## config.mk

```make
export PLATFORM = sky130hd
export DESIGN_NAME = latch_bank_arbiter
export DESIGN_NICKNAME = d
export VERILOG_FILES = /design/src/rtl/latch_bank_arbiter.sv
export SDC_FILE = /design/constraint.sdc
export NUM_CORES = 1
export LEC_CHECK = 0
export BUFFER_PORTS_ARGS = -buffer_cell sky130_fd_sc_hd__clkbuf_2
export CAP_MARGIN = 20
export CORE_UTILIZATION = 50
export CTS_BUF_LIST = sky130_fd_sc_hd__clkbuf_4
export DETAILED_ROUTE_END_ITERATION = 10
export GPL_ROUTABILITY_DRIVEN = 0
export GPL_TIMING_DRIVEN = 1
export PLACE_DENSITY = 0.86
export SYNTH_ARGS = -nofsm -noshare
export SYNTH_HDL_FRONTEND = slang
export SYNTH_SLANG_ARGS = --single-unit
```

## constraint.sdc

```tcl
create_clock -name clk -period 2.1 [get_ports clk]
set_clock_uncertainty 0.15 [all_clocks]
set_input_delay 0.42 -clock clk [delete_from_list [all_inputs] [get_ports clk]]
set_output_delay 0.42 -clock clk [all_outputs]
set_load 0.02 [all_outputs]
```

## src/rtl/latch_bank_arbiter.sv

```systemverilog
// latch_bank_arbiter: arbitrates two write requesters onto a 4x4-bit latch bank (setup/strobe/hold). Rev 1.0
// Define LBA_ROUND_ROBIN_EN for round-robin tie-break; otherwise requester 0 has fixed priority.
`default_nettype none

module latch_bank_arbiter #(
  parameter int SETUP_CYCLES = 1,
  parameter int HOLD_CYCLES  = 1
) (
  input  logic       clk,
  input  logic       rst,
  input  logic       req0,
  input  logic [1:0] addr0,
  input  logic [3:0] data0,
  output logic       gnt0,
  output logic       done0,
  input  logic       req1,
  input  logic [1:0] addr1,
  input  logic [3:0] data1,
  output logic       gnt1,
  output logic       done1,
  output logic [3:0] lat_d,
  output logic [3:0] lat_en,
  output logic       busy
);

  typedef enum logic [1:0] {
    S_IDLE   = 2'd0,
    S_SETUP  = 2'd1,
    S_STROBE = 2'd2,
    S_HOLD   = 2'd3
  } state_e;

  // Counters count down to zero, so each phase loads its length minus one.
  localparam logic [3:0] c_SETUP_LOAD = 4'(SETUP_CYCLES - 1);
  localparam logic [3:0] c_HOLD_LOAD  = 4'(HOLD_CYCLES - 1);

  state_e     state_q;
  logic [3:0] cnt_q;
  logic [1:0] addr_q;
  logic       who_q;
  logic [3:0] lat_d_q;
  logic [3:0] lat_en_q;
  logic [1:0] gnt_q;
  logic [1:0] done_q;
  logic       busy_q;

  logic       w_any;
  logic       w_win;

  assign w_any = req0 | req1;

`ifdef LBA_ROUND_ROBIN_EN
  logic last_q;

  // Pointer starts at requester 1 so requester 0 takes the first tie.
  always_ff @(posedge clk) begin
    if (rst) begin
      last_q <= 1'b1;
    end else if (state_q == S_IDLE && w_any) begin
      last_q <= w_win;
    end
  end

  assign w_win = (req0 && req1) ? ~last_q : req1;
`else
  assign w_win = ~req0;
`endif

  always_ff @(posedge clk) begin
    if (rst) begin
      state_q  <= S_IDLE;
      cnt_q    <= 4'd0;
      addr_q   <= 2'd0;
      who_q    <= 1'b0;
      lat_d_q  <= 4'd0;
      lat_en_q <= 4'd0;
      gnt_q    <= 2'b00;
      done_q   <= 2'b00;
      busy_q   <= 1'b0;
    end else begin
      gnt_q    <= 2'b00;
      done_q   <= 2'b00;
      lat_en_q <= 4'd0;
      case (state_q)
        S_IDLE: begin
          if (w_any) begin
            state_q <= S_SETUP;
            busy_q  <= 1'b1;
            cnt_q   <= c_SETUP_LOAD;
            who_q   <= w_win;
            addr_q  <= w_win ? addr1 : addr0;
            lat_d_q <= w_win ? data1 : data0;
            gnt_q   <= w_win ? 2'b10 : 2'b01;
          end
        end
        S_SETUP: begin
          if (cnt_q == 4'd0) begin
            state_q  <= S_STROBE;
            lat_en_q <= 4'b0001 << addr_q;
          end else begin
            cnt_q <= cnt_q - 4'd1;
          end
        end
        S_STROBE: begin
          state_q <= S_HOLD;
          cnt_q   <= c_HOLD_LOAD;
        end
        S_HOLD: begin
          if (cnt_q == 4'd0) begin
            state_q <= S_IDLE;
            busy_q  <= 1'b0;
            done_q  <= who_q ? 2'b10 : 2'b01;
          end else begin
            cnt_q <= cnt_q - 4'd1;
          end
        end
        default: begin
          state_q <= S_IDLE;
          busy_q  <= 1'b0;
        end
      endcase
    end
  end

  assign gnt0   = gnt_q[0];
  assign gnt1   = gnt_q[1];
  assign done0  = done_q[0];
  assign done1  = done_q[1];
  assign lat_d  = lat_d_q;
  assign lat_en = lat_en_q;
  assign busy   = busy_q;

endmodule

`default_nettype wire

```

* Word level (Yosys, flattened, before mapping)
Index checks and enable logic that the tools add are counted.
** Word-level totals
- Register bits after elaboration :: 22
- Bits of input ports :: 16
** Cells by class
- Add/subtract/negate cells :: 1
- Equality and inequality tests :: 7
- Shift operators :: 1
- Muxes and demuxes :: 14
- Bitwise logic cells :: 7
- Reductions and logical operators :: 11
** Operators by type and width (number)
- 2-bit two-way mux :: 6
- 4-bit two-way mux :: 3
- 4-bit case mux with 3 select lines :: 1
- 3-bit OR reduction :: 3
- 2-bit inequality test (second input constant) :: 4
- 2-bit case mux with 4 select lines :: 1
- 1-bit NOT :: 6
- 3-bit AND reduction :: 2
- 2-bit equality test (second input constant) :: 2
- 4-bit logical NOT :: 1
- 2-bit AND reduction :: 2
- 1-bit by 2-bit << shifter with 4-bit output (first input constant) :: 1
- 4-bit by 1-bit subtractor with 4-bit output (second input constant) :: 1
- 2-bit by 1-bit equality test with 1-bit output (second input constant) :: 1
- 2-bit logical NOT :: 1
- 1-bit two-way mux :: 2
- 1-bit case mux with 2 select lines :: 1
- 2-bit nonzero test :: 1
- 2-bit OR reduction :: 1
- 1-bit bitwise OR :: 1

* Depth between registers and ports, before layout
Gate-level depths: netlist (run 1).
- Depth in word-level cells :: 4
- Gate-level depth with buffers :: 6
- Depth with buffers taken out :: 5

* Least setup slack after synthesis (run 1)
No wires, ideal clock.
- Path kind :: register to register
- From :: register cnt_q[0]
- To :: register busy_q (netlist: busy)
- Setup time :: 123 ps
- Arrival :: 1561 ps
- Setup slack :: 266 ps
- Cell stages (with the launch flop) :: 7
- Path buffers :: 1
- Path through :: dfxtp_1 > inv_1 > ha_1 > or3b_1 > buf_2 > a211oi_2 > mux2_1
** Between the ends
- Cells in the longest elaborated chain, start to end :: 3
** Ends and longest elaborated chain
- start: declaration :: line 38 : logic [3:0] cnt_q;
- start signal: assignment :: line 89 : cnt_q <= c_SETUP_LOAD;
- start signal: assignment :: line 101 : cnt_q <= cnt_q - 4'd1;
- start signal: assignment :: line 106 : cnt_q <= c_HOLD_LOAD;
- 4-bit logical NOT :: line 109 : if (cnt_q == 4'd0) begin
- 2-bit inequality test (no source line)
- 3-bit AND reduction (no source line)
- end signal: assignment :: line 88 : busy_q <= 1'b1;
- end signal: assignment :: line 111 : busy_q <= 1'b0;
- end signal: assignment :: line 119 : busy_q <= 1'b0;
- end: declaration :: line 45 : logic busy_q;
No other way between the ends.
A chain may end at the register's enable or synchronous reset.

* Final worst setup path (run 1)
Ends and elaborated chain as after synthesis.

==> summary by stage, run 1 <==
Synthesis
After technology mapping, the gate count stands at 105. The portion of the post-synthesis area used by sequential elements is 44.22%. Sorting the synthesized cells by area gives the leading types as dfxtp_1 (44%), mux2i_1 (9.0%), ha_1 (8.8%). The mean area per synthesized cell is 9.485 um2.

The count of warnings emitted by yosys is 0. In this run the biggest area consumer among cell types represents 44.22% of the synthesized area. Synthesis inferred 22 register bits. The dominant cell type by area after synthesis is dfxtp_1. The synthesized netlist occupies a cell area of 996.0 um2. The unique cell type count in the Yosys netlist is 30. The synthesized netlist net count is 128.

Pwr
The worst vdd rail ir drop is 0.0008870 V. In this run, the combinational gates consume 41.2% of the power. The switching power summed over all nets is 0.5751 mW. Power spread over the standard cell area amounts to 1300 mW/mm2.

Summed over all cells, the static leakage comes to 0.5662 nW. The completed layout was analyzed and its total power is 1.560 mW. The sequential power share is 38.6%. The internal power summed over all cells is 0.9845 mW. The share of total power in the clock network is 20.2%. In this run switching power makes up 36.87% of total power.

Global route
Entering global routing, the biggest net connects 15 pins. After global routing the overflow that remains totals 0. The initial antenna violation count came to 0. The total global-route track usage is 18.19%. The number of global-route vias before repair was 675. The first global-routing pass estimated 2801 um of wire.

Finish
The library cells used most frequently in the layout, excluding fill and tap cells, are clkbuf_2 (28), dfxtp_1 (22), nor2_1 (12), mux2i_1 (9). The final layout contains 157 nets. The end-of-flow core utilization is 66.60%. Compared with the post-synthesis result, the final layout area differs by 20.48%.

The sequential cell area is 440.4 um2. The total inserted antenna cells is 0. Summing all multi-input logic gate instances after layout gives 505.5 um2. The library cell used most frequently in the layout, excluding fill and tap cells, is clkbuf_2.

Counting the fill cells in the layout gives 152. The fraction of layout cells with a size suffix above 1 is 27.07%.

CTS
The maximum number of buffers from clock root to sink is 2. Hold repair after CTS inserted 0 buffers. The tree built by TritonCTS fans out to 22 sinks. The number of gates resized after CTS is 0.

The CTS root buffer is clkbuf_4. The total clock buffers created by CTS is 3. The clock-pin slew of the registers on the worst-case setup and hold paths is 0.12 ns. The depth of the CTS H-tree is 1.

TritonCTS built the clock tree. For the worst-skew pair, the clock arrives at the later sink with an insertion delay of 0.31 ns. The buffers inserted during post-CTS setup optimization is 0.

STA
After routing, the total negative slack on setup checks comes to 0 ns. For this run, the top clock speed supported by timing is 514.9 MHz. The worst hold slack across all endpoints is 0.2641 ns.

The final worst-path cycle share is 92.48%. Setup repair after global routing left no endpoint under its margin. At the pin with the least slew margin, the transition time is 0.4238 ns. Subtracting the final worst setup slack from the clock period gives 1.942 ns.

The number of failing hold endpoints at the final stage came to 0. The count of pins over their slew limit came to 0. Setup violations remaining at the end of the flow were counted as 0.

The post-route worst setup slack is 0.1579 ns. The worst-case headroom to the max-slew limit is 71.74%.

Route
The count of routing violations after the opening detailed-route iteration is 14. The detail route stage leaves a number of antenna-violating nets equal to 0. The number of iterations in the first detailed-routing pass is 4. After detailed routing, the average wire length per cell comes to 11.27 um. Wires add up to 1781 um.

The final routed DRC violation total is 0. Dividing the detail-routed via count by the number of cells gives 5.006. The detailed router placed 791 vias in this run.

Setup path
STA classifies the critical path endpoint as a flop. Counting both buffers and inverters, the worst setup path holds a total of 1. The required time reported for the critical path endpoint is 2.15 ns. The highest-delay cell along the critical path is or3b_1. The largest stage delay on the critical path is 0.46 ns. The data arrival at the endpoint of the critical path is 1.99 ns.

The setup path with the least slack is of type flop to flop. The worst setup path is launched from a flop. The family of cells with the greatest summed delay on the critical path is simple AND/OR/NAND/NOR gates. Walking the worst path, the cells encountered are inv_1 -> ha_1 -> or3b_1 -> a211oi_2 -> mux2_1.

In this run the worst path has a maximum fanout of 6.

Placement
The final HPWL from detailed placement is 1373 um. The port buffer count is 28. The worst slack at placement is 0.1790 ns.

Die
The total core area is 0.001802 mm2. Measured along the y axis, the die boundary spans 46.63 um. Once the floorplan was initialized, standard cells occupied 55.28% of the core.

The die is 46.63 um wide. The floorplan step defined a die boundary enclosing 0.002174 mm2. For this design the top-level I/O count stands at 29. The site row count is 15.

Job
The number of violations of the max-capacitance limit is 0.

Hold path
The worst min-delay path class is input pin to flop.

Run status
The run finished with clean final reports.
layer usage:
layer	vias up	share of wire [%]	wire length, um	track usage, %
li1	421	-	-	-
met2	15	48	856	26.94
met5	-	0	0	0
met4	0	0.67	12	6.857
met1	353	47	839	23.64
met3	2	4.0	71	7.059
power by group through the flow:
stage / clock [mW] / combinational, mW / sequential [mW]
after floorplan: 0 / 0.445 / 0.665
after global placement: 0 / 0.623 / 0.605
after detailed placement: 0 / 0.638 / 0.612
after CTS: 0.324 / 0.642 / 0.602
after global routing: 0.344 / 0.719 / 0.618
final: 0.315 / 0.643 / 0.601
tightest hold or removal path: cells and delay by family:
kind	cells	cell delay, ns
muxes	1	0.11
buffers and inverters	1	0.08
AOI/OAI and AO/OA	1	0.08
cells in the mapped netlist, drive strengths merged:
master  instances
a21o            1
inv             7
or3             1
a211oi          7
mux2            1
nand4b          1
nor3            4
or2             1
dfxtp          22
nor2           12
nor3b           2
nor4b           1
a21oi           4
clkbuf          1
nand2           6
mux2i           9
nand3           2
or4             1
o21ai           5
a311oi          1
nor2b           1
clkinv          1
ha              7
buf             3
o21a            1
or3b            2
and4            1
logic make-up after synthesis:
| logic type | share of synthesized area [%] |
|---|---|
| and+or+nand+nor | 18.59 |
| DFF | 44.22 |
| adders and majority gates | 8.794 |
| muxes | 10.18 |
| buffers and inverters | 5.527 |
| AOI/OAI and AO/OA | 12.69 |
path summary, 6_finish.rpt:
kind                  from   endpoint  slack [ns]  cells past startpoint
setup / recovery  cnt_q[0]       busy        0.16                      5
hold reg to reg      who_q  done_q[0]        0.32                      1
setup reg to reg  cnt_q[0]       busy        0.16                      5
hold / removal    addr1[1]  addr_q[1]        0.26                      3
stage by stage:
stage | area [um2] | cells
finish | 1200 | 158
global route | 1200 | 158
CTS | 1195 | 158
detailed placement | 1142 | 154
global placement | 1142 | 154
floorplan | 996.0 | 105
final cells by class:
cell class	instances	area share [%]
inverter	8	2.503
tap	25	2.607
clock buffer	3	1.877
clock inverter	1	2.503
multi-input combinational	71	42.13
timing repair buffer	28	11.68
sequential	22	36.70
flip-flops by register name, summed over array words and instances (netlist names):
signal / count
cnt_q: 4
lat_d: 4
lat_en: 4
addr_q: 2
done_q: 2
gnt_q: 2
state_q: 2
busy: 1
who_q: 1
Power figures use the tool's default switching activity.
==> run 2: changes to the inputs <==
==> constraint.sdc (replaced) <==
create_clock -name clk -period 2 [get_ports clk]
set_clock_uncertainty 0.15 [all_clocks]
set_input_delay 0.4 -clock clk [delete_from_list [all_inputs] [get_ports clk]]
set_output_delay 0.4 -clock clk [all_outputs]
set_load 0.02 [all_outputs]
==> run 2 against run 1 <==
Effect of this change: sequential share of layout area is 0.57 points lower; power is 8.9% higher; global-route usage is 1.2 points higher; die area stayed put; via count is 8.1% higher; sequential power is 5.7% higher; critical path depth is 1 higher; sequential cell count stayed put; clock-buffer cell count stayed put.
==> summary by stage, run 2 (synthesis results as in run 1) <==
CTS
The clock network latency to the later pin of the worst-skew pair is 0.31 ns (about the same). The clock-pin slew of the registers on the worst-case setup and hold paths was 0.13 ns (about the same). The number of hold buffers added after CTS is 0 (unchanged). The number of sinks driven by the clock tree is 22 (unchanged). Clock tree synthesis selected as its root buffer the cell clkbuf_4.

The total clock buffers created by CTS is 3 (unchanged). The depth of the CTS H-tree is 1 (unchanged). TritonCTS built the clock tree. The maximum number of buffers from clock root to sink is 2 (unchanged).

Pwr
The sequential power share is 37.4% (-1.2 points). The fraction of power spent switching nets is 37.67% (+0.79 points). The leakage power of the design is 0.5759 nW (+1.7%). The share of total power in the clock network is 19.9% (-0.3 points). The internal power summed over all cells was 1.059 mW (+7.5%). The power share of the combinational group came to 42.7% (+1.5 points).

The worst vdd rail ir drop was 0.0007872 V (-11%). The switching power summed over all nets was 0.6398 mW (+11%). The power per cell area came to 1389 mW/mm2 (+6.9%).

Global route
The total global-route track usage is 19.44% (+1.2 points). The initial antenna violation count was 0 (unchanged). The largest net degree at the start of global routing was 15 (unchanged). The number of global-route vias before repair is 706 (+4.6%). The remaining global-route overflow is 0 (unchanged). The wire length of the first global-routing pass was 2967 um (+5.9%).

Setup path
The largest individual stage delay along the critical path comes from the cell or3b_1. The type of the setup path with the least slack is flop to flop. The data arrival at the endpoint of the critical path is 2.00 ns (about the same).

The startpoint type of the worst setup path is a flop. The largest stage delay on the critical path came to 0.42 ns (-0.04 ns). The required time reported for the critical path endpoint is 2.09 ns (-0.06 ns). The path depth of the worst reg2reg path is 6 (+1). The signal on the critical path passes through inv_1 -> ha_1 -> or3b_1 -> buf_4 -> o21ai_0 -> mux2i_1. The worst-path maximum fanout is 5 (-1).

STA classifies the critical path endpoint as a flop.

Die
The total core area came to 0.001802 mm2 (unchanged). The total die area is 0.002174 mm2 (unchanged). The starting utilization of the core area is 55.28% (unchanged). The site row count is 15 (unchanged). The horizontal die dimension is 46.63 um (unchanged). The top-level I/O count was 29 (unchanged). The die span in y was 46.63 um (unchanged).

Finish
The total inserted antenna cells is 0 (unchanged). The area of all placed cells without fillers is 0.001222 mm2 (+1.9%). The layout overhead on the synthesized area is 22.74%. The commonest non-fill, non-tap cell in the layout is clkbuf_2.

The fraction of layout cells with a size suffix above 1 is 30.37% (+3.3 points). The library cells used most frequently in the layout, excluding fill and tap cells, are clkbuf_2 (28), dfxtp_1 (21), nor2_1 (12), mux2i_1 (9), inv_1 (7). The number of nets in the layout is 159 (+1.3%). The end-of-flow core utilization came to 67.85% (+1.2 points). The count of filler cells inserted in the layout is 143 (-5.9%).

STA
The count of pins over their slew limit came to 0 (unchanged). Setup repair after global routing left no endpoint under its margin. The number of endpoints failing setup at the final stage came to 0 (unchanged). The highest clock rate is 523.3 MHz (+1.6%).

The minimum period implied by the final worst setup slack is 1.911 ns (-0.03122 ns). The worst-margin pin slew is 0.4395 ns (+0.01569 ns). The worst-case headroom to the max-slew limit is 70.70% (-1.0 points). The number of failing hold endpoints at the final stage is 0 (unchanged). The final worst-path cycle share is 95.54% (+3.1 points). The setup TNS after final layout is 0 ns (unchanged).

Run status
The run finished with clean final reports.

Route
The number of vias in the routed layout is 855 (+8.1%). The number of antenna-violating nets in the routed design is 0 (unchanged). The final routed DRC violation total is 0 (unchanged). The count of routing violations after the opening detailed-route iteration was 14 (unchanged). The number of iterations in the first detailed-routing pass was 4 (unchanged). The via density per instance is 5.344 (+6.7%).

The wire length reported by the detailed router is 1941 um (+9.0%). The routed wirelength normalized by instance count is 12.13 um (+7.6%).

Placement
The port buffer count is 28 (unchanged). The final HPWL from detailed placement is 1489 um (+8.5%). The post-place instance area was 0.001157 mm2 (+1.3%).

Hold path
The path class of the tightest hold or removal check is input pin to flop. The hold path depth is 2 (-1).

Job
The number of violations of the max-capacitance limit is 0 (unchanged).
[run 2: changes by cell type in the layout (fill, tap and decap cells not counted), sizes merged]
cell  delta
buf      +2
[run 2: worst paths after layout]
kind	from	endpoint	slack (ns)
worst min-delay path	req0	gnt_q[1]	0.22
worst max register to register	cnt_q[0]	cnt_q[0]	0.09
worst min register to register	addr_q[1]	lat_en[1]	0.34
worst max-delay path	cnt_q[0]	cnt_q[0]	0.09
[run 2: per-stage QoR]
stage	instances	setup slack (ns)	power, mW	hold WS [ns]
2_1_floorplan	105	0.1656	1.166	0.2595
3_3_place_gp	156	0.1048	1.309	0.2931
3_5_place_dp	156	0.03272	1.342	0.2977
4_1_cts	160	0.02421	1.675	0.2116
5_1_grt	160	0.02584	1.811	0.2461
6_report	160	0.08912	1.698	0.2185
[run 2: cell type report]
type / instances / area (um2) / area share (%)
sequential: 22 / 441.7 / 36.13
clock inverter: 1 / 30.03 / 2.457
clock buffer: 3 / 22.52 / 1.842
inverter: 8 / 30.03 / 2.457
tap: 25 / 31.28 / 2.559
timing repair buffer: 30 / 155.1 / 12.69
multi-input combinational: 71 / 511.7 / 41.86
[run 2: critical path, delay by kind of cell, from the launching register on]
family	cells	cell delay [ns]
mux	1	0.21
simple gates	1	0.42
compound gates	1	0.26
buf+inv	2	0.26
fa+ha+maj	1	0.22
flops	1	0.34
[run 2: repair_timing]
| action | in CTS | in global routing |
|---|---|---|
| endpoints found under the setup margin | 0 | 6 |
| buffers inserted | 0 | 0 |
| gates resized for setup | 0 | 4 |
[run 2: power by group through the flow]
stage	combinational, mW	sequential, mW	clock (mW)
2_1_floorplan	0.467	0.699	0
3_3_place_gp	0.672	0.638	0
3_5_place_dp	0.698	0.643	0
4_1_cts	0.701	0.633	0.340
5_1_grt	0.805	0.650	0.356
6_report	0.726	0.635	0.337
[run 2: routing by layer]
layer | share of wire, % | global-route usage (%)
met5 | 0 | 0
met4 | 1.4 | 8.000
met3 | 3.8 | 4.706
met2 | 51 | 30.28
met1 | 44 | 25.48
